[src/rtl/serial_frame_deser_pkg.sv]
// Shared types and default parameters for the serial frame receiver.
package serial_frame_deser_pkg;

  typedef enum logic {
    HUNT = 1'b0,
    DATA = 1'b1
  } state_t;

  localparam int unsigned DEF_WIDTH       = 8;
  localparam logic [7:0]  DEF_SYNC        = 8'hA5;
  localparam int unsigned DEF_FRAME_WORDS = 4;

endpackage

[src/rtl/deser_out_reg.sv]
// One-word valid/ready holding register; words arriving while it is full are
// dropped and reported with a registered one-cycle overrun pulse.
module deser_out_reg
  import serial_frame_deser_pkg::*;
#(
  parameter int unsigned WIDTH = DEF_WIDTH
) (
  input  logic             clk,
  input  logic             rst_n,
  input  logic [WIDTH-1:0] word_in,
  input  logic             word_load,
  input  logic             dout_ready,
  output logic [WIDTH-1:0] dout,
  output logic             dout_valid,
  output logic             overrun
);

  always_ff @(posedge clk) begin
    if (!rst_n) begin
      dout       <= '0;
      dout_valid <= 1'b0;
      overrun    <= 1'b0;
    end else begin
      overrun <= 1'b0;
      if (word_load) begin
        // An accept on the same edge frees the slot, so the new word loads with no bubble.
        if (!dout_valid || dout_ready) begin
          dout       <= word_in;
          dout_valid <= 1'b1;
        end else begin
          overrun <= 1'b1;
        end
      end else if (dout_valid && dout_ready) begin
        dout_valid <= 1'b0;
      end
    end
  end

endmodule

[src/rtl/serial_frame_deser.sv]
// Serial-to-parallel frame receiver: bit-aligned sync hunt, then FRAME_WORDS
// MSB-first words of WIDTH bits handed to a one-word output register.
module serial_frame_deser
  import serial_frame_deser_pkg::*;
#(
  parameter int unsigned      WIDTH       = DEF_WIDTH,
  parameter logic [WIDTH-1:0] SYNC        = WIDTH'(DEF_SYNC),
  parameter int unsigned      FRAME_WORDS = DEF_FRAME_WORDS
) (
  input  logic             clk,
  input  logic             rst_n,
  input  logic             clken,
  input  logic             si,
  output logic [WIDTH-1:0] dout,
  output logic             dout_valid,
  input  logic             dout_ready,
  output logic             in_frame,
  output logic             overrun
);

  localparam int unsigned BW = $clog2(WIDTH);

  if (SYNC == '0) begin : g_bad_sync
    $error("serial_frame_deser: SYNC must be nonzero");
  end
  if (WIDTH < 2 || WIDTH > 32) begin : g_bad_width
    $error("serial_frame_deser: WIDTH must be 2..32");
  end
  if (FRAME_WORDS < 1 || FRAME_WORDS > 255) begin : g_bad_words
    $error("serial_frame_deser: FRAME_WORDS must be 1..255");
  end

  state_t           state, state_n;
  // Only the WIDTH-1 newest bits are stored; the incoming bit completes the window.
  logic [WIDTH-2:0] hist, hist_n;
  logic [WIDTH-2:0] shift, shift_n;
  logic [BW-1:0]    bcnt, bcnt_n;
  logic [7:0]       wcnt, wcnt_n;
  logic [WIDTH-1:0] hist_win;
  logic [WIDTH-1:0] word;
  logic             word_load;

  assign hist_win = {hist, si};
  assign word     = {shift, si};
  assign in_frame = (state == DATA);

  always_ff @(posedge clk) begin
    if (!rst_n) begin
      state <= HUNT;
      hist  <= '0;
      shift <= '0;
      bcnt  <= '0;
      wcnt  <= '0;
    end else begin
      state <= state_n;
      hist  <= hist_n;
      shift <= shift_n;
      bcnt  <= bcnt_n;
      wcnt  <= wcnt_n;
    end
  end

  always_comb begin
    state_n   = state;
    hist_n    = hist;
    shift_n   = shift;
    bcnt_n    = bcnt;
    wcnt_n    = wcnt;
    word_load = 1'b0;
    if (clken) begin
      unique case (state)
        HUNT: begin
          hist_n = hist_win[WIDTH-2:0];
          if (hist_win == SYNC) begin
            state_n = DATA;
            bcnt_n  = '0;
            wcnt_n  = '0;
          end
        end
        DATA: begin
          shift_n = word[WIDTH-2:0];
          if (bcnt == BW'(WIDTH - 1)) begin
            word_load = 1'b1;
            bcnt_n    = '0;
            wcnt_n    = wcnt + 8'd1;
            // Frame bits never feed the sync search, so the history restarts empty.
            if (wcnt == 8'(FRAME_WORDS - 1)) begin
              state_n = HUNT;
              hist_n  = '0;
            end
          end else begin
            bcnt_n = bcnt + BW'(1);
          end
        end
        default: state_n = HUNT;
      endcase
    end
  end

  deser_out_reg #(
    .WIDTH(WIDTH)
  ) u_out (
    .clk       (clk),
    .rst_n     (rst_n),
    .word_in   (word),
    .word_load (word_load),
    .dout_ready(dout_ready),
    .dout      (dout),
    .dout_valid(dout_valid),
    .overrun   (overrun)
  );

endmodule
[config.mk]
export PLATFORM = sky130hd
export DESIGN_NAME = serial_frame_deser
export DESIGN_NICKNAME = d
export VERILOG_FILES = /design/src/rtl/serial_frame_deser_pkg.sv /design/src/rtl/deser_out_reg.sv /design/src/rtl/serial_frame_deser.sv
export SDC_FILE = /design/constraint.sdc
export NUM_CORES = 1
export LEC_CHECK = 0
export BUFFER_PORTS_ARGS = -buffer_cell sky130_fd_sc_hd__buf_2
export CAP_MARGIN = 10
export CORE_MARGIN = 4
export CORE_UTILIZATION = 60
export CTS_BUF_LIST = sky130_fd_sc_hd__clkbuf_8
export DETAILED_ROUTE_END_ITERATION = 12
export PLACE_DENSITY = 0.81
export SLEW_MARGIN = 0
export SYNTH_ARGS = -nofsm -noshare
export SYNTH_HDL_FRONTEND = slang
export SYNTH_SLANG_ARGS = --single-unit
[constraint.sdc]
create_clock -name clk -period 1.8 [get_ports clk]
set_input_delay 0.45 -clock clk [delete_from_list [all_inputs] [get_ports clk]]
set_output_delay 0.45 -clock clk [all_outputs]
set_load 0.01 [all_outputs]
==> results.md, run 1 <==
- Iteration-0 DRC Markers: between 40 and 50
- Post-synthesis adder-cell area fraction: 0.0315
- Period utilization: 0.905
- DP Area: 1690 um2
- Port Buffers: 15
- Setup Viol. Count Final: 0
- Post-synthesis mux area share: 0.0504
- CTS Buf Count: 5
- Post-Synth XOR/XNOR Area: 0
- Placed insts: 207
- Start point of the critical path: in_frame
- Tmin final: ~1.6 ns
- Die Span X: 59.4 um
- FF-to-FF Start: bcnt[0]
- Clk_lat worst skew: 0.28 ns
- Hold Buf Count CTS: 0
- Unrepaired setup endpoints after global routing: false
- Main combinational cell family by area after synthesis: simple AND/OR/NAND/NOR gates
- Global Route Usage Sum: 0.202
- Post-place setup slack: 0.164 ns
- Row cnt: 18
- Worst setup margin: 0.171 ns
- FF+latch area: 721 um2
- Die ar.: around 3500 um2
- Antenna violations before repair: 0
- Final Hold Slack: 0.437 ns
- Postcts setup bufs: 0
- Clk buf depth: 2
- CP Max Fanout: 10
- CTS sink count: 36
- Top-count cell post-synth: dfxtp_1
- Clock slew at reported path FFs: about 0.070 ns
- Htree depth: 2
- Placer Congestion: 0.825
- Headroom to the max-slew limit: 0.682
- Worst Path Arrival: 1.18 ns
- DRC violations left: 0
- Register area share after synthesis: 0.454
- Endpoints failing hold: 0
- Clock root buffer: clkbuf_8
- Via-to-Cell Ratio: a little under 6
- Top-area cell type share of the netlist area: 0.454
- Die span in y: 59.4 um
- Final cell count without fillers: between 200 and 250
- Synthesis Warnings: 0
- GRT overflow: 0
- Min-delay worst type: in -> reg
- Max IR drop VDD: 0.000774 V
- Ratio of cells with drive above 1 in the final layout: 0.195
- First-pass GRT wire length: 5.41 mm
- Largest area contributor in the netlist: dfxtp_1
- Worst hold start: si
- Final Routed Wirelength: between 3 and 4 mm
- WL per Instance: 14.4 um
- Nets: 193
- Final TNS setup: 0 ns
- Cell Pwr Density: 847 nW/um2
- Multi-input gate area: 818 um2
- Top post-synthesis cells by area: dfxtp_1 45%, nand2_1 6.4%, mux2i_1 5.0%
- Pleak: between 0.6 and 0.7 nW
- Critical Path RT: 1.35 ns
- Worst Setup Start Kind: flop
- Commonest cells post-synth: 36 x dfxtp_1, 27 x nand2_1, 10 x nor2b_1
- Synth unique cells: 35
- DR pass1 iterations: 4
- Core Box Area: 2500 um2
- Cell chain of the critical path: buf_4 -> buf_2
- Initial Util: 0.635
- Ports: 16
- Final Cell Area: roughly 1800 um2
- Fillers: 191
- Fmax: 0.614 GHz
- Synth Net Count: 176
- Synth Area in Simple Gates: 0.231
- Syn Inst Count: 167
- Synth-to-Final Area Change: 12.9%
- Status: completed
- Largest net degree at the start of global routing: 20
- Syn Area/Cell: between 9 and 10 um2
- CTS tree: done
- CP max stage delay: 0.54 ns
- Routed vias: 1241
- Compound-Gate Fraction of Synth Area: 0.203
- Total Power: 1.52 mW
- Max-cap violations: 0
- Final slew viol count: 0
- Primary FF master, synth: dfxtp_1
- Critical path class: reg -> out
- Slowest-stage cell, CP: dfxtp_1
- Vias in the first global route: 1188
- Ant. Diodes: 0
- CP endpoint kind: output pin
- PostCTS Resize Cnt: 0
- Post-synth ARST share: 0
- Final core occ: 0.717
- Post-DP HPWL: between 2 and 2.5 mm
- Worst Clk Skew: 0.00435 ns
- Number of synthesized flops with an enable pin: 0
- Post-Syn Area: 1590 um2
- Flops & latches, synth: 36
- Number of routed nets with antenna violations: 0
- Worst-Margin Slew: 0.476 ns
-- critical path, delay by kind of cell, from the launching register on --
kind     cells  cell delay [ns]
buf+inv      2             0.36
flops        1             0.54
-- logic make-up after synthesis --
family          Yosys count
fa+ha+maj                 4
buf+inv                  11
mux                       8
compound gates           42
flops                    36
simple gates             66
-- state kept, by name, summed over array words and instances, names as in the netlist --
register / count
hist: 7
u_out.dout_valid: 1
in_frame: 1
shift: 7
u_out.overrun: 1
bcnt: 3
wcnt: 8
u_out.dout: 8
-- final timing paths --
check / cells after the start / end / slack (ns)
worst max-delay path: 2 / in_frame / 0.17
worst min-delay path: 3 / shift[0] / 0.44
worst max register to register: 6 / wcnt[5] / 0.17
worst min register to register: 2 / bcnt[1] / 0.46
-- placed cells by master (no fill, tap or decap), drive strengths merged, types with 5 or more instances in the layout --
cell type,netlist,final
nand2,27,27
dfxtp,36,36
nor2b,10,10
clkbuf,4,5
nand3,9,9
nor2,7,7
mux2i,8,8
o21ai,11,11
buf,4,18
a21boi,11,11
a22o,7,7
-- power breakdown --
part	total (mW)	internal, mW	switching (mW)
clock network	0.680	0.405	0.275
registers	0.801	0.799	0.00209
logic	0.0370	0.0153	0.0217
-- final cells by class --
cell class | count | area share
multi-input cells | 120 | 0.456
flip-flops and latches | 36 | 0.402
repair buffers | 18 | 0.0544
clock buffers | 5 | 0.0384
clock inverters | 3 | 0.0216
well taps | 30 | 0.0209
inverters | 3 | 0.00628
-- layer usage --
| layer | track usage | wire length (um) |
|---|---|---|
| met2 | 0.324 | 1520 |
| met1 | 0.243 | 1360 |
| met5 | 0 | 0 |
| met3 | 0.0675 | 159 |
| met4 | 0.0906 | 51 |
Power figures use the tool's default switching activity.
==> run 2: changes to the inputs <==
ABC_AREA = 1   (was unset)
==> run 2 against run 1 <==
  * Register-to-register slack better by 0.14 ns
  * Maximum frequency is 9.2% higher
  * Synthesized cell count is 35% higher
  * Final area is 0.21% lower
  * Combinational power is 13% higher
  * Sequential cell count stayed put
  * Critical path type is now reg -> reg
  * Largest cell class unchanged
  * Largest power group unchanged
==> results.md, run 2 <==
- CTS sink count: 36
- Biggest regs: u_out.dout: 8 flops, wcnt: 8 flops
- CP Max Fanout: 7
- Final Hold Slack: 0.445 ns
- CP endpoint kind: flop
- Final Routed Wirelength: 3.30 mm
- DRC violations left: 0
- Worst Path Arrival: 1.71 ns
- Fmax: 0.670 GHz
- Endpoints failing hold: 0
- FF-to-FF Start: bcnt[0]
- Worst setup margin: 0.308 ns
- Nets: 254
- Hold Buf Count CTS: 0
- Clock slew at reported path FFs: ~0.070 ns
- Initial Util: 0.633
- Fillers: about 230
- Number of synthesized flops with an enable pin: 0
- Port Buffers: 15
- Post-DP HPWL: approximately 2.3 mm
- Largest net degree at the start of global routing: 17
- FF+latch area: 721 um2
- Ratio of cells with drive above 1 in the final layout: 0.134
- Final slew viol count: 0
- Synth-to-Final Area Change: 13.1%
- CP Capture Point: hist[4]
- Syn Area/Cell: 7.00 um2
- Die span in y: ~60 um
- Pleak: 0.764 nW
- Final Cell Area: 1790 um2
- Global Route Usage Sum: 0.215
- Clk network pwr share: 0.449
- Via-to-Cell Ratio: ~5.2
- Total Power: ~1.5 mW
- Reg2Reg Setup Slack: 0.31 ns
- Die ar.: 3520 um2
- Synth unique cells: 24
- Setup Viol. Count Final: 0
- Postcts setup bufs: 0
- Commonest cells after routing, fill and taps aside: 50 x nor2_1, 47 x nand2_1, 36 x dfxtp_1
- First-pass GRT wire length: 5.65 mm
- Commonest cells post-synth: 50 x nor2_1, 47 x nand2_1, 36 x dfxtp_1, 18 x nand3_1, 18 x o21ai_0
- Number of routed nets with antenna violations: 0
- Placer Congestion: 0.844
- Crit Reg-Reg Endpoint: hist[4]
- Multi-input gate area: 758 um2
- Final TNS setup: 0 ns
- PostCTS Resize Cnt: 0
- Tmin final: approximately 1.5 ns
- Routed vias: 1441
- Die Span X: 59.3 um
- Post-synth ARST share: 0
- Top-area cell type share of the netlist area: 0.456
- Post-Syn Area: ~1600 um2
- CTS tree: done
- Post-place setup slack: 0.254 ns
- Start point of the critical path: bcnt[0]
- Register area share after synthesis: 0.456
- Top post-synthesis cells by area: dfxtp_1 46%, nor2_1 12%, nand2_1 11%
- Top-count cell post-synth: nor2_1
- Sequential share of power: 0.524
- Worst Setup Start Kind: flop
- Largest area contributor in the netlist: dfxtp_1
- Max IR drop VDD: 0.000722 V
- Antenna violations before repair: 0
- Synth Net Count: around 240
- Htree depth: 2
- Clk_lat worst skew: roughly 0.29 ns
- Worst-Margin Slew: 0.334 ns
- Cell Pwr Density: 854 nW/um2
- Comb pwr share: 0.027
- Headroom to the max-slew limit: 0.777
- Status: completed
- CTS Buf Count: 5
- Switching Power: 311 uW
- Clock root buffer: clkbuf_8
- Clk buf depth: 2
- WL per Instance: 12.0 um
- Period utilization: 0.829
- Max-cap violations: 0
- GRT overflow: 0
- Unrepaired setup endpoints after global routing: false
- Syn Inst Count: 226
- Internal: ~1.2 mW
- Synthesis Warnings: 0
- Commonest non-fill, non-tap cell in the layout: nor2_1
- Critical path class: reg -> reg
- DP Area: 1680 um2
- Critical Path RT: 2.02 ns
- Primary FF master, synth: dfxtp_1
- Iteration-0 DRC Markers: 56
- Switching Share: 0.204
- Min-delay worst type: in -> reg
- Worst Clk Skew: approximately 0.0026 ns
- Vias in the first global route: 1293
- Core Box Area: 2500 um2
- DR pass1 iterations: 7
- Row cnt: 18
- Ports: 16
- Ant. Diodes: 0
- Reg2Reg Depth: 7
- Flops & latches, synth: 36
run 2: changes by cell type after synthesis, moves of 10 or more:
cell | before | now
nor2_1 | 6 | 50
nand2_1 | 27 | 47
a21oi_1 | 2 | 15
inv_1 | 2 | 15
nand3_1 | 8 | 18
nor2b_1 | 10 | 0
o21ai_0 | 8 | 18
run 2: through the flow:
stage / utilization / cells
global placement: 0.673 / 268
CTS: 0.716 / 276
detailed placement: 0.673 / 268
finish: 0.716 / 276
global route: 0.716 / 276
floorplan: - / 226
run 2: layer usage:
metal,up-vias,GRT usage,wire [um]
met1,637,0.274,1630
met3,9,0.0741,159
met4,0,0.100,56
met2,29,0.324,1450
met5,-,0,0
li1,766,-,-
run 2: power by group through the flow:
stage          Sequential [mW]  Clock (mW)  Combinational (mW)
2_1_floorplan            0.818           0              0.0258
6_report                 0.801       0.686              0.0418
3_5_place_dp             0.819           0              0.0412
5_1_grt                  0.800       0.729              0.0470
3_3_place_gp             0.819           0              0.0409
4_1_cts                  0.800       0.701              0.0412
run 2: how the worst min path moves through the flow:
stage | start | endpoint | cells after the start
4_1_cts | si | hist[0] | 3
3_5_place_dp | u_out.dout[6] | u_out.dout[6] | 2
5_1_grt | si | hist[0] | 3
2_1_floorplan | bcnt[1] | bcnt[1] | 2
3_3_place_gp | bcnt[1] | bcnt[1] | 2
6_report | si | hist[0] | 3
run 2: area by class of cell:
class	instances	area share
Clock buffer	5	0.0385
Clock inverter	3	0.0217
Inverter	20	0.0420
Multi-Input combinational cell	165	0.424
Sequential cell	36	0.403
Tap cell	30	0.0210
Timing Repair Buffer	17	0.0503
run 2: logic make-up (layout without fill, tap and decap cells):
kind of cell | count (synthesis) | count (layout) | share of synthesized area
XOR/XNOR | 1 | 1 | 0.00554
flip-flops | 36 | 36 | 0.456
buffers and inverters | 25 | 45 | 0.0649
AND/OR/NAND/NOR | 126 | 126 | 0.333
adder cells (fa/ha/maj) | 4 | 4 | 0.0316
AO/OA/AOI/OAI | 34 | 34 | 0.109
run 2: worst max-delay path, cell delays in order (launching register included):
cell and delay (ns):
dfxtp_1 0.33, ha_1 0.23, ha_1 0.21, nand2_1 0.08, inv_1 0.04, nand3b_1 0.23, nand3_1 0.13, a21oi_1 0.17
==> run 3: changes to the inputs <==
CORE_UTILIZATION = 54   (was 60)
PLACE_DENSITY = 0.77   (was 0.81)
clock period = 1.3 ns   (was 1.8 ns; I/O delays follow)
==> run 3 against run 2 <==
  * The flow now finishes with violations (setup timing)
  * Total power is 40% higher
  * Clock power increased by 39%
  * Global-route usage shrank 1.9 points
  * Worst setup slack got worse by 0.32 ns
  * Sequential cell count unchanged
  * Cell count is 8.7% higher
  * Worst hold slack lost 0.0036 ns
  * Critical path depth is the same
  * Via count rose by 11%
  * First-iteration DRC count increased by 21%
  * Non-clock buffer count increased by 22
  * Sequential power increased by 39%
  * Highest routed layer unchanged
==> results.md, run 3 (same netlist as run 2, synthesis figures left out) <==
- First-pass GRT wire length: 6.11 mm
- Clock slew at reported path FFs: approximately 0.07 ns
- Worst Setup Start Kind: flop
- Status: finished with violations
- Max IR drop VDD: just under 0.001 V
- Final Routed Wirelength: 3.72 mm
- Worst setup margin: -0.0137 ns
- Final Hold Slack: 0.441 ns
- Switching Share: 0.207
- Ports: 16
- Number of routed nets with antenna violations: 0
- Final Cell Area: roughly 2100 um2
- CTS Buf Count: 5
- Initial Util: 0.569
- Endpoints failing hold: 0
- Failing checks: setup timing
- Comb pwr share: 0.033
- Core Box Area: 2780 um2
- Clk_lat worst skew: 0.29 ns
- Commonest non-fill, non-tap cell in the layout: nor2_1
- Cell family with most CP delay: flip-flops
- Fmax: 0.761 GHz
- Final slew viol count: 0
- Post-place setup slack: -0.101 ns
- CTS sink count: 36
- Port Buffers: 15
- CP endpoint kind: flop
- Slowest-stage cell, CP: dfxtp_2
- Unrepaired setup endpoints after global routing: true
- CTS tree: done
- Largest net degree at the start of global routing: 22
- Max-cap violations: 0
- Critical path class: reg -> reg
- Clock root buffer: clkbuf_8
- Antenna violations before repair: 0
- Iteration-0 DRC Markers: 68
- Routed vias: 1602
- Total Power: ~2.1 mW
- Htree depth: 2
- Ant. Diodes: 0
- Nets: 277
- Vias in the first global route: ~1400
- Worst path bufs/invs: 1
- Sequential share of power: 0.519
- Tmin final: 1.31 ns
- DR pass1 iterations: 4
- Worst-Margin Slew: between 0.2 and 0.3 ns
- DP Area: 1830 um2
- Die ar.: 3860 um2
- Via-to-Cell Ratio: 5.34
- Clk network pwr share: 0.448
- Final TNS setup: -0.0259 ns
- Min-delay worst type: in -> reg
- DRC violations left: 0
- Die span in y: 62.1 um
- Global Route Usage Sum: 0.196
- Worst Path Arrival: 1.50 ns
- WL per Instance: 12.4 um
- Internal: approximately 1.7 mW
- Biggest regs: u_out.dout: 8 flops, wcnt: 8 flops
- Headroom to the max-slew limit: 0.815
- Synth-to-Final Area Change: 31.6%
- Ratio of cells with drive above 1 in the final layout: 0.294
- Critical Path RT: roughly 1.5 ns
- GRT overflow: 0
- Setup Viol. Count Final: 4
- Cell Pwr Density: slightly above 1000 nW/um2
- Worst Clk Skew: roughly 0.0070 ns
- Commonest cells after routing, fill and taps aside: 49 x nor2_1, 45 x nand2_1, 29 x dfxtp_1
- Switching Power: 442 uW
- Hold Buf Count CTS: 0
- Placer Congestion: 0.814
- Die Span X: 62.1 um
- Cell chain of the critical path: ha_4 -> ha_2 -> inv_2 -> nor2_4 -> nand2_4 -> o21ai_1 -> nor2_1
- Period utilization: 1.01
- Pleak: 0.880 nW
- Row cnt: 19
- CP max stage delay: 0.36 ns
- CP Max Fanout: 5
- Clk buf depth: 2
- Post-DP HPWL: 2.49 mm
-- run 3: final timing paths --
kind / startpoint / to / slack (ns) / cells after the start
max: bcnt[0] / u_out.dout[6] / -0.01 / 7
min: si / u_out.dout[0] / 0.44 / 4
max reg2reg: bcnt[0] / u_out.dout[6] / -0.01 / 7
min reg2reg: u_out.dout[5] / u_out.dout[5] / 0.47 / 2
-- run 3: layout make-up --
| type | instances | area, um2 |
|---|---|---|
| clock buffer | 5 | 68.8 |
| clock inverter | 3 | 38.8 |
| fill | 229 | 701 |
| inverter | 20 | 80.1 |
| multi-input combinational | 166 | 866 |
| sequential | 36 | 729 |
| tap | 31 | 38.8 |
| timing repair buffer | 39 | 259 |
-- run 3: metal layers --
layer	share of wire	vias to the layer above	GRT usage
met5	0	-	0
met4	0.027	0	0.0949
met3	0.053	14	0.0559
met2	0.47	42	0.298
met1	0.45	732	0.254
li1	-	814	-
-- run 3: power by group through the flow --
stage	Sequential [mW]	Combinational (mW)	Clock (mW)
3_3_place_gp	1.13	0.0636	0
4_1_cts	1.11	0.0653	0.968
3_5_place_dp	1.13	0.0644	0
6_report	1.11	0.0699	0.956
2_1_floorplan	1.13	0.0357	0
5_1_grt	1.11	0.0802	1.02
-- run 3: through the flow --
| step | cells | util |
|---|---|---|
| after floorplan | 226 | - |
| after global placement | 288 | 0.656 |
| after detailed placement | 288 | 0.656 |
| after CTS | 298 | 0.711 |
| after global routing | 300 | 0.748 |
| final | 300 | 0.748 |
-- run 3: worst min-delay path, delay by kind of cell --
family / cells / cell delay, ns
buffers and inverters: 2 / 0.21
and+or+nand+nor: 1 / 0.10
AOI/OAI and AO/OA: 1 / 0.07
-- run 3: timing repair --
| action | in CTS | in global routing |
|---|---|---|
| gates cloned | 1 | 0 |
| resized for setup | 8 | 35 |
| setup buffers | 1 | 2 |
| setup endpoints to repair | 23 | 25 |
| pin swaps | 7 | 14 |
